**src/rtl/muldiv_sequencer_pkg.sv**
```systemverilog
// Shared types and constants for the iterative RV32M multiply/divide sequencer.
// Operation encoding mirrors funct3 so decode can pass the field straight through.
package muldiv_sequencer_pkg;

   localparam int XLEN  = 32;
   localparam int CNT_W = $clog2(XLEN);

   typedef enum logic [2:0] {
      MD_MUL    = 3'd0,
      MD_MULH   = 3'd1,
      MD_MULHSU = 3'd2,
      MD_MULHU  = 3'd3,
      MD_DIV    = 3'd4,
      MD_DIVU   = 3'd5,
      MD_REM    = 3'd6,
      MD_REMU   = 3'd7
   } md_op_e;

   typedef enum logic [1:0] {
      ST_IDLE  = 2'd0,
      ST_CALC  = 2'd1,
      ST_FIXUP = 2'd2,
      ST_DONE  = 2'd3
   } md_state_e;

   function automatic logic [XLEN-1:0] cond_neg32(input logic [XLEN-1:0] v, input logic neg);
      if (neg) begin
         cond_neg32 = ~v + 32'd1;
      end else begin
         cond_neg32 = v;
      end
   endfunction

   function automatic logic [2*XLEN-1:0] cond_neg64(input logic [2*XLEN-1:0] v, input logic neg);
      if (neg) begin
         cond_neg64 = ~v + 64'd1;
      end else begin
         cond_neg64 = v;
      end
   endfunction

endpackage

```
**src/rtl/muldiv_sequencer_step.sv**
```systemverilog
// One combinational iteration: shift-add multiply step or restoring-divide step.
// acc holds {hi, lo}; for multiply lo carries the remaining multiplier bits, for divide {remainder, dividend}.
module muldiv_step
   import muldiv_sequencer_pkg::*;
(
   input  logic              is_div,
   input  logic [2*XLEN-1:0] acc,
   input  logic [XLEN-1:0]   opb,
   output logic [2*XLEN-1:0] acc_next
);

   logic [XLEN:0] sum_s;
   logic [XLEN:0] shifted_s;
   logic [XLEN:0] diff_s;
   logic          no_borrow_s;

   // Both step flavours are formed every cycle; is_div picks which one advances acc.
   always_comb begin
      sum_s       = {1'b0, acc[2*XLEN-1:XLEN]} + (acc[0] ? {1'b0, opb} : {(XLEN+1){1'b0}});
      shifted_s   = {acc[2*XLEN-1:XLEN], acc[XLEN-1]};
      diff_s      = shifted_s - {1'b0, opb};
      no_borrow_s = ~diff_s[XLEN];
      if (is_div) begin
         acc_next = {(no_borrow_s ? diff_s[XLEN-1:0] : shifted_s[XLEN-1:0]), acc[XLEN-2:0], no_borrow_s};
      end else begin
         acc_next = {sum_s, acc[XLEN-1:1]};
      end
   end

endmodule

```
**src/rtl/muldiv_sequencer.sv**
```systemverilog
// Iterative RV32M MUL/DIV/REM unit: 32 CALC steps, one FIXUP cycle, then a held DONE result.
// Optional MULDIV_EARLY_OUT_EN lets multiplies leave CALC once the remaining multiplier bits are zero.
module muldiv_sequencer
   import muldiv_sequencer_pkg::*;
(
   input  logic            clk,
   input  logic            rst,
   input  logic            req_valid,
   output logic            req_ready,
   input  logic [2:0]      req_op,
   input  logic [XLEN-1:0] req_a,
   input  logic [XLEN-1:0] req_b,
   input  logic [4:0]      req_wreg,
   input  logic            flush,
   output logic            busy,
   output logic            resp_valid,
   input  logic            resp_ready,
   output logic [XLEN-1:0] resp_data,
   output logic [4:0]      resp_wreg
);

   md_state_e         state_r, state_nx;
   md_op_e            op_r, op_nx, req_op_s;
   logic [4:0]        wreg_r, wreg_nx;
   logic              neg_r, neg_nx;
   logic [2*XLEN-1:0] acc_r, acc_nx;
   logic [XLEN-1:0]   opb_r, opb_nx;
   logic [CNT_W-1:0]  cnt_r, cnt_nx;
   logic              resp_valid_r, resp_valid_nx;
   logic [XLEN-1:0]   resp_data_r, resp_data_nx;
   logic [4:0]        resp_wreg_r, resp_wreg_nx;

   logic              a_signed_s, b_signed_s, sa_s, sb_s, neg_req_s;
   logic [XLEN-1:0]   abs_a_s, abs_b_s;
   logic              div_req_s, div_zero_s, div_ovf_s;
   logic [2*XLEN-1:0] step_acc_s, prod_s;
   logic [XLEN-1:0]   quo_rem_s, fix_data_s;
`ifdef MULDIV_EARLY_OUT_EN
   logic [5:0]        shamt_s;
   logic [XLEN-1:0]   rem_mask_s;
   logic              early_s;
`endif

   muldiv_step u_step (
      .is_div   (op_r[2]),
      .acc      (acc_r),
      .opb      (opb_r),
      .acc_next (step_acc_s)
   );

   assign req_ready  = (state_r == ST_IDLE) && !flush;
   assign busy       = (state_r != ST_IDLE);
   assign resp_valid = resp_valid_r;
   assign resp_data  = resp_data_r;
   assign resp_wreg  = resp_wreg_r;

   // Request decode: operand magnitudes, result sign and the single-cycle special cases.
   always_comb begin
      req_op_s = md_op_e'(req_op);
      case (req_op_s)
         MD_MULH:        begin a_signed_s = 1'b1; b_signed_s = 1'b1; end
         MD_MULHSU:      begin a_signed_s = 1'b1; b_signed_s = 1'b0; end
         MD_DIV, MD_REM: begin a_signed_s = 1'b1; b_signed_s = 1'b1; end
         default:        begin a_signed_s = 1'b0; b_signed_s = 1'b0; end
      endcase
      sa_s       = a_signed_s & req_a[XLEN-1];
      sb_s       = b_signed_s & req_b[XLEN-1];
      abs_a_s    = cond_neg32(req_a, sa_s);
      abs_b_s    = cond_neg32(req_b, sb_s);
      neg_req_s  = (req_op[2] && req_op[1]) ? sa_s : (sa_s ^ sb_s);
      div_req_s  = req_op[2];
      div_zero_s = div_req_s && (req_b == 32'd0);
      div_ovf_s  = ((req_op_s == MD_DIV) || (req_op_s == MD_REM)) &&
                   (req_a == 32'h8000_0000) && (req_b == 32'hFFFF_FFFF);
   end

   // Sign fix-up and word selection applied to the finished accumulator.
   always_comb begin
      prod_s    = cond_neg64(acc_r, neg_r);
      quo_rem_s = op_r[1] ? acc_r[2*XLEN-1:XLEN] : acc_r[XLEN-1:0];
      case (op_r)
         MD_MUL:                       fix_data_s = prod_s[XLEN-1:0];
         MD_MULH, MD_MULHSU, MD_MULHU: fix_data_s = prod_s[2*XLEN-1:XLEN];
         default:                      fix_data_s = cond_neg32(quo_rem_s, neg_r);
      endcase
   end

`ifdef MULDIV_EARLY_OUT_EN
   // After step cnt, the low 31-cnt bits of acc are still unconsumed multiplier bits.
   always_comb begin
      shamt_s    = 6'd31 - {1'b0, cnt_r};
      rem_mask_s = {XLEN{1'b1}} >> ({1'b0, cnt_r} + 6'd1);
      early_s    = !op_r[2] && ((step_acc_s[XLEN-1:0] & rem_mask_s) == 32'd0);
   end
`endif

   // Next-state and datapath update; flush overrides everything.
   always_comb begin
      state_nx      = state_r;
      op_nx         = op_r;
      wreg_nx       = wreg_r;
      neg_nx        = neg_r;
      acc_nx        = acc_r;
      opb_nx        = opb_r;
      cnt_nx        = cnt_r;
      resp_valid_nx = resp_valid_r;
      resp_data_nx  = resp_data_r;
      resp_wreg_nx  = resp_wreg_r;
      if (flush) begin
         state_nx      = ST_IDLE;
         resp_valid_nx = 1'b0;
      end else begin
         case (state_r)
            ST_IDLE: begin
               if (req_valid) begin
                  op_nx   = req_op_s;
                  wreg_nx = req_wreg;
                  neg_nx  = neg_req_s;
                  cnt_nx  = {CNT_W{1'b0}};
                  if (div_req_s) begin
                     acc_nx = {{XLEN{1'b0}}, abs_a_s};
                     opb_nx = abs_b_s;
                  end else begin
                     acc_nx = {{XLEN{1'b0}}, abs_b_s};
                     opb_nx = abs_a_s;
                  end
                  if (div_zero_s) begin
                     state_nx      = ST_DONE;
                     resp_valid_nx = 1'b1;
                     resp_wreg_nx  = req_wreg;
                     resp_data_nx  = req_op[1] ? req_a : 32'hFFFF_FFFF;
                  end else if (div_ovf_s) begin
                     state_nx      = ST_DONE;
                     resp_valid_nx = 1'b1;
                     resp_wreg_nx  = req_wreg;
                     resp_data_nx  = req_op[1] ? 32'd0 : 32'h8000_0000;
                  end else begin
                     state_nx = ST_CALC;
                  end
               end else begin
                  state_nx = ST_IDLE;
               end
            end
            ST_CALC: begin
               acc_nx = step_acc_s;
`ifdef MULDIV_EARLY_OUT_EN
               if (early_s) begin
                  acc_nx   = step_acc_s >> shamt_s;
                  state_nx = ST_FIXUP;
               end else if (cnt_r == 5'd31) begin
                  state_nx = ST_FIXUP;
               end else begin
                  cnt_nx = cnt_r + 5'd1;
               end
`else
               if (cnt_r == 5'd31) begin
                  state_nx = ST_FIXUP;
               end else begin
                  cnt_nx = cnt_r + 5'd1;
               end
`endif
            end
            ST_FIXUP: begin
               resp_data_nx  = fix_data_s;
               resp_wreg_nx  = wreg_r;
               resp_valid_nx = 1'b1;
               state_nx      = ST_DONE;
            end
            ST_DONE: begin
               if (resp_ready) begin
                  state_nx      = ST_IDLE;
                  resp_valid_nx = 1'b0;
               end else begin
                  state_nx = ST_DONE;
               end
            end
            default: begin
               state_nx      = ST_IDLE;
               resp_valid_nx = 1'b0;
            end
         endcase
      end
   end

   // State and datapath registers.
   always_ff @(posedge clk or negedge rst) begin
      if (!rst) begin
         state_r      <= ST_IDLE;
         op_r         <= MD_MUL;
         wreg_r       <= 5'd0;
         neg_r        <= 1'b0;
         acc_r        <= {(2*XLEN){1'b0}};
         opb_r        <= {XLEN{1'b0}};
         cnt_r        <= {CNT_W{1'b0}};
         resp_valid_r <= 1'b0;
         resp_data_r  <= {XLEN{1'b0}};
         resp_wreg_r  <= 5'd0;
      end else begin
         state_r      <= state_nx;
         op_r         <= op_nx;
         wreg_r       <= wreg_nx;
         neg_r        <= neg_nx;
         acc_r        <= acc_nx;
         opb_r        <= opb_nx;
         cnt_r        <= cnt_nx;
         resp_valid_r <= resp_valid_nx;
         resp_data_r  <= resp_data_nx;
         resp_wreg_r  <= resp_wreg_nx;
      end
   end

endmodule

```
**config.mk**
```make
export PLATFORM = sky130hd
export DESIGN_NAME = muldiv_sequencer
export DESIGN_NICKNAME = d
export VERILOG_FILES = /design/src/rtl/muldiv_sequencer_pkg.sv /design/src/rtl/muldiv_sequencer_step.sv /design/src/rtl/muldiv_sequencer.sv
export SDC_FILE = /design/constraint.sdc
export NUM_CORES = 1
export LEC_CHECK = 0
export BUFFER_PORTS_ARGS = -buffer_cell sky130_fd_sc_hd__buf_2
export CAP_MARGIN = 5
export CORE_MARGIN = 2
export CORE_UTILIZATION = 55
export CTS_BUF_LIST = sky130_fd_sc_hd__clkbuf_8
export DETAILED_ROUTE_END_ITERATION = 8
export PLACE_DENSITY = 0.74
export SLEW_MARGIN = 20
export SYNTH_ARGS = -nofsm -noshare
export SYNTH_HDL_FRONTEND = slang
export SYNTH_SLANG_ARGS = --single-unit
```
**constraint.sdc**
```tcl
create_clock -name clk -period 7.5 [get_ports clk]
set_input_delay 0.375 -clock clk [delete_from_list [all_inputs] [get_ports clk]]
set_output_delay 0.375 -clock clk [all_outputs]
set_load 0.1 [all_outputs]
```
**Word level (Yosys, flattened, before mapping)**

Cells that the tools add are included.

- Add/sub/neg operators: 7
- Eq/ne operators: 20
- Multiplexer cells: 42
- Bitwise gates (word level): 9
- Reduce and logical (&&, ||, !) cells: 22

Operator list:

| operator | number |
|---|---|
| $mux 32 | 13 |
| $mux 64 | 3 |
| $pmux 32 s2 | 2 |
| $pmux 64 s2 | 1 |
| $add 32x1->32 const B | 3 |
| $not 32->32 | 3 |
| $add 64x1->64 const B | 1 |
| $eq 32x32->1 const B | 2 |
| $not 64->64 | 1 |
| $add 32x33->33 | 1 |
| $sub 33x32->33 | 1 |
| $logic_not 32->1 | 1 |
| $mux 5 | 5 |
| $pmux 5 s2 | 2 |
| $mux 2 | 6 |
| $ne 3x3->1 const B | 4 |
| $reduce_and 4->1 | 3 |
| $eq 3x2->1 const B | 3 |
| $mux 1 | 8 |
| $pmux 2 s4 | 1 |
| $eq 3x1->1 const B | 2 |
| $eq 3x3->1 const B | 2 |
| $reduce_and 3->1 | 2 |
| $reduce_bool 2->1 | 3 |
| 18 further kinds | 27 |

- Register bits: 150
- Output and inout port bits: 40
- Word-level logic and storage cells: 110

**Logic depth before layout (Yosys ltp)**

- Depth in word-level cells: 9
- Depth in mapped cells: 17
- Mapped depth without buffers: 14

**Modules after synthesis**

From an unflattened synthesis, not the netlist that was laid out.

- Cells, all modules: 2149
- Area total of the unflattened synthesis: 16513.3 sq um

By module, submodules not included:

| module | times used | cells an instance | area each (sq um) | sequential area each (sq um) |
|---|---|---|---|---|
| muldiv_sequencer | 1 | 1485 | 11932.7 | 3753.6 |
| muldiv_step | 1 | 664 | 4580.6 | 0.0 |

**Worst setup path after synthesis**

Ideal clock, no wire load.

- Path type: flip-flop to flip-flop
- From: register op_r[1]
- To: register resp_data_r[30] (netlist: resp_data[30])
- Arrival: 4.759 ns
- Setup slack: 2.609 ns
- Cell stages (with the launch flop): 18
- Path buffers: 6
- Period minus slack after synthesis: 4.891 ns
- Cell sequence: dfrtp_1 buf_2 buf_1 clkbuf_1 clkbuf_1 buf_1 clkbuf_1 mux2i_1 ha_1 o21ai_0 nor3_1 nand2_1 or3_1 or3b_2 o31ai_1 xor2_1 a221oi_1 o21ai_0

- Cells in the longest elaborated chain, start to end: 6
- Elaborated cells between the ends (all ways): 11

RTL lines:

| item | RTL line | RTL |
|---|---|---|
| start: declaration | muldiv_sequencer.sv:23 | `md_op_e op_r, op_nx, req_op_s;` |
| start signal: assignment | muldiv_sequencer.sv:200 | `op_r <= op_nx;` |
| $mux 32 | muldiv_sequencer.sv:80 | `quo_rem_s = op_r[1] ? acc_r[2*XLEN-1:XLEN] : acc_r[XLEN-1:0];` |
| $not 32->32 | muldiv_sequencer_pkg.sv:28 | `cond_neg32 = ~v + 32'd1;` |
| $add 32x1->32 | muldiv_sequencer_pkg.sv:28 |  |
| $mux 32 | muldiv_sequencer_pkg.sv:27 | `if (neg) begin` |
| $pmux 32 s2 * | muldiv_sequencer.sv:81 | `case (op_r)` |
| $pmux 32 s2 * | muldiv_sequencer.sv:113 | `case (state_r)` |
| end signal: assignment | muldiv_sequencer.sv:196 | `resp_data_r <= {XLEN{1'b0}};` |
| end signal: assignment | muldiv_sequencer.sv:207 | `resp_data_r <= resp_data_nx;` |
| end: declaration | muldiv_sequencer.sv:30 | `logic [XLEN-1:0] resp_data_r, resp_data_nx;` |

Every way passes the cells marked *; elsewhere a longest branch is shown, timed or not.
A chain may end at the register's enable or synchronous reset.

**Final worst setup path**

- From: register acc_r[0]
- To: register acc_r[61]

- Cells in the longest elaborated chain, start to end: 4

RTL lines:

| item | RTL line | RTL |
|---|---|---|
| start: declaration | muldiv_sequencer.sv:26 | `logic [2*XLEN-1:0] acc_r, acc_nx;` |
| start signal: assignment | muldiv_sequencer.sv:192 | `acc_r <= {(2*XLEN){1'b0}};` |
| start signal: assignment | muldiv_sequencer.sv:203 | `acc_r <= acc_nx;` |
| $mux 32 | muldiv_sequencer_step.sv:19 | `sum_s = {1'b0, acc[2*XLEN-1:XLEN]} + (acc[0] ? {1'b0, opb} : {(XLEN+1){1'b0}});` |
| $add 32x33->33 | muldiv_sequencer_step.sv:19 |  |
| $mux 64 | muldiv_sequencer_step.sv:23 | `if (is_div) begin` |
| $pmux 64 s2 | muldiv_sequencer.sv:113 |  |

Every way passes these cells.

==> summary.md <==
| Metric | Value |
|---|---|
| Status | `complete, no violations` |
| Top post-synthesis cells by count | `nand2_1, o21ai_0, nor2_1` |
| Final Instance Count excl. Fillers | `2460` |
| Synthesized area | `0.01555 mm²` |
| Final hold vios | `0` |
| Final core utilization | `59.84%` |
| First-pass GRT wire length | `83.22 mm` |
| Initial Utilization | `55.99%` |
| Leading area contributor after synthesis | `dfrtp_1` |
| Synth Register Bits | `150` |
| Clock Pin Slew Worst Setup and Hold Paths | `0.11 ns` |
| Max Freq | `228.6 MHz` |
| Setup_tns | `0 ns` |
| Most frequent cell after synthesis | `nand2_1` |
| Met1 Routed Length | `22.79 mm` |
| Die area | `0.02964 mm²` |
| Routed length on met2 | `23.79 mm` |
| Total power | `0.006216 W` |
| CP required | `7.89 ns` |
| Gr ovfl total | `0` |
| Row count | `61` |
| Final setup vio count | `0` |
| Slew margin rel. | `29.68%` |
| # diodes | `0` |
| Warnings, synthesis | `0` |
| Yosys top cell area share | `24.13%` |
| Detail Route Antenna Nets | `0` |
| Post-synth top flop | `dfrtp_1` |
| Placed insts | `2427` |
| First-pass DRT Iterations | `6` |
| Crit-path max FO | `32` |
| Clk_lat worst skew | `0.49 ns` |
| DRT iter0 DRCs | `1927` |
| RSZ-0062 raised after global routing | `false` |
| Total of max-cap violations | `0` |
| EDFF count, synth | `0` |
| Max Slew Vio Count | `0` |
| Share of cells above drive strength 1 | `10.13%` |
| I/O pins | `117` |
| Largest net degree at the start of global routing | `99` |
| Largest cells by area after synthesis | `dfrtp_1, o21ai_0, mux2i_1, nand2_1, xnor2_1` |
| Ys async rst share | `100.0%` |
| CTS HTree Levels | `4` |
| Power Dens Cells | `373.9 mW/mm²` |
| Register share of total power | `24.5%` |
| Final Skew | `0.02741 ns` |
| Setup Fix Bufs, Post-CTS | `0` |
| Setup CP Type | `flop to flop` |
| I/O Buffers | `116` |
| Peak VDD IR | `0.2749 mV` |
| Slew at the pin with the worst max-slew slack | `1.042 ns` |
| CTS Buf Count | `17` |
| Initial antenna violation count | `1` |
| Fin crit period | `4.375 ns` |
| Combinational share of power | `64.2%` |
| Synth cell types | `70` |
| Leakage | `7.223 nW` |
| DP Wirelength | `41.04 mm` |
| Post-synthesis cell count | `2069` |
| Filler cells | `2655` |
| Final Cycle Share | `58.33%` |
| Syn_nets | `2219` |
| Vias post-DR | `16.04k` |
| Clk buf depth | `2` |
| Area delta synth->final | `6.877%` |
| HP Class | `input port to flop` |
| CTS root buf | `clkbuf_8` |
| Drc violations | `0` |
| Seq/Total Area, Yosys | `24.13%` |
| Wire per inst | `22.21 µm` |
| Die width | `172.2 µm` |
| CTS tree | `done` |
| Die height | `172.2 µm` |
| Total track usage | `36.49%` |
| Core Area | `0.02778 mm²` |
| Vias per cell | `6.519` |
| Critical Path Start Type | `flop` |
| Drt total wl | `54.63 mm` |
| Final net count | `2219` |
| Top sig layer | `met4` |
| Length of routed met3 wiring | `5.242 mm` |
| Switching part of the total power | `55.62%` |
| TritonCTS sink count | `150` |
| Avg Cell Area, Syn | `7.518 µm²` |
| Final Cell Area | `0.01662 mm²` |
| Net Sw Power | `0.003457 W` |
| Clock group share of total power | `11.3%` |
| Crit. End Element | `flop` |
| Vias in the first global route | `14.77k` |
| Pint | `0.002759 W` |
| Dpl cell area | `0.01620 mm²` |
| Worst EP arrival | `4.77 ns` |
| RePlAce Congestion | `1.025` |
-- layout by cell type (no fill, tap or decap), types with 5 or more instances in the layout --
| cell type | n |
|---|---|
| a211oi_1 | 11 |
| a21o_1 | 39 |
| a21oi_1 | 136 |
| a221oi_1 | 27 |
| a22o_1 | 5 |
| a22oi_1 | 19 |
| a31oi_1 | 19 |
| and3_1 | 10 |
| buf_2 | 115 |
| buf_4 | 20 |
| clkbuf_8 | 17 |
| dfrtp_1 | 147 |
| ha_1 | 71 |
| inv_1 | 65 |
| inv_6 | 6 |
| mux2_2 | 14 |
| mux2i_1 | 113 |
| nand2_1 | 255 |
| nand2b_1 | 23 |
| nand3_1 | 38 |
| nand3b_1 | 5 |
| nand4_1 | 20 |
| nor2_1 | 164 |
| nor2b_1 | 11 |
| nor3_1 | 39 |
| nor3b_1 | 8 |
| nor4_1 | 21 |
| o211ai_1 | 17 |
| o21a_1 | 9 |
| o21ai_0 | 251 |
| o21bai_1 | 8 |
| o221ai_1 | 10 |
| o31ai_1 | 37 |
| o41ai_1 | 13 |
| or2_2 | 6 |
| or3_1 | 22 |
| or4_1 | 16 |
| xnor2_1 | 101 |
| xor2_1 | 101 |
-- cells by family after synthesis --
family,Yosys count,share of synthesized area [%]
buf+inv,222,5.494
xor+xnor,203,11.43
compound gates,638,25.27
flops,150,24.13
fa+ha+maj,73,5.968
simple gates,656,19.42
mux,127,8.285
-- metal layers --
metal  vias to the layer above  GRT usage, %
li1                       7401             -
met1                      7651         49.16
met2                       839         54.34
met3                       145         9.339
met4                         0         18.05
met5                         -             0
-- power groups by stage --
stage	combinational, W	sequential [W]	clock (W)
after floorplan	0.00269	0.00181	0
after global placement	0.00387	0.00151	0
after detailed placement	0.00391	0.00152	0
after CTS	0.00393	0.00150	0.000704
after global routing	0.00432	0.00155	0.000739
final	0.00399	0.00152	0.000702
-- metrics by stage --
stage,worst slack [ns],hold slack (ns)
2_1_floorplan,2.609,0.07941
3_3_place_gp,3.323,0.4479
3_5_place_dp,3.184,0.4503
4_1_cts,3.179,0.08160
5_1_grt,2.836,0.06916
6_report,3.125,0.09237
-- cell type report --
class	count	area [µm²]	area share (%)
Sequential cell	150	3757	22.60
Clock inverter	15	177.7	1.069
Multi-Input combinational cell	1697	10990	66.09
Inverter	66	247.7	1.490
Clock buffer	17	234.0	1.407
Tap cell	378	473.0	2.845
Timing Repair Buffer	137	747.0	4.493
-- state kept, by name, indices dropped and copies added, names as in the netlist, 2 cells and up --
signal / count
acc_r: 64
opb_r: 32
state_r: 2
resp_data: 32
op_r: 3
resp_wreg: 5
cnt_r: 5
wreg_r: 5
-- worst max-delay path: stages, from the launching register on --
cell       delay (ns)
dfrtp_1          0.48
inv_1            0.77
nor2_1           0.13
ha_1             0.39
o211ai_1         0.11
a21o_1           0.18
a21oi_1          0.40
a2111oi_0        0.29
o31ai_1          0.50
nand3_1          0.22
o31ai_1          0.30
xnor2_1          0.15
o21ai_0          0.08
a32o_1           0.27
-- final timing paths --
check	startpoint	to	slack, ns	depth (start not counted)
worst max-delay path	acc_r[0]$_DFFE_PN0P_	acc_r[61]$_DFFE_PN0P_	3.12	13
min in group asynchronous	rst	resp_wreg[2]$_DFFE_PN0P_	0.47	2
worst min-delay path	req_wreg[2]	wreg_r[2]$_DFFE_PN0P_	0.09	3
max in group asynchronous	rst	op_r[1]$_DFFE_PN0P_	5.50	3
worst max register to register	acc_r[0]$_DFFE_PN0P_	acc_r[61]$_DFFE_PN0P_	3.12	13
worst min register to register	resp_data[6]$_DFFE_PN0P_	resp_data[6]$_DFFE_PN0P_	0.47	2
-- timing repair --
action / CTS / global route
resized for setup: 0 / 0
setup endpoints to repair: 0 / 0
hold endpoints to repair: 51 / 0
hold buffers: 1 / 0
No activity file was read; power rests on OpenSTA's default activity.
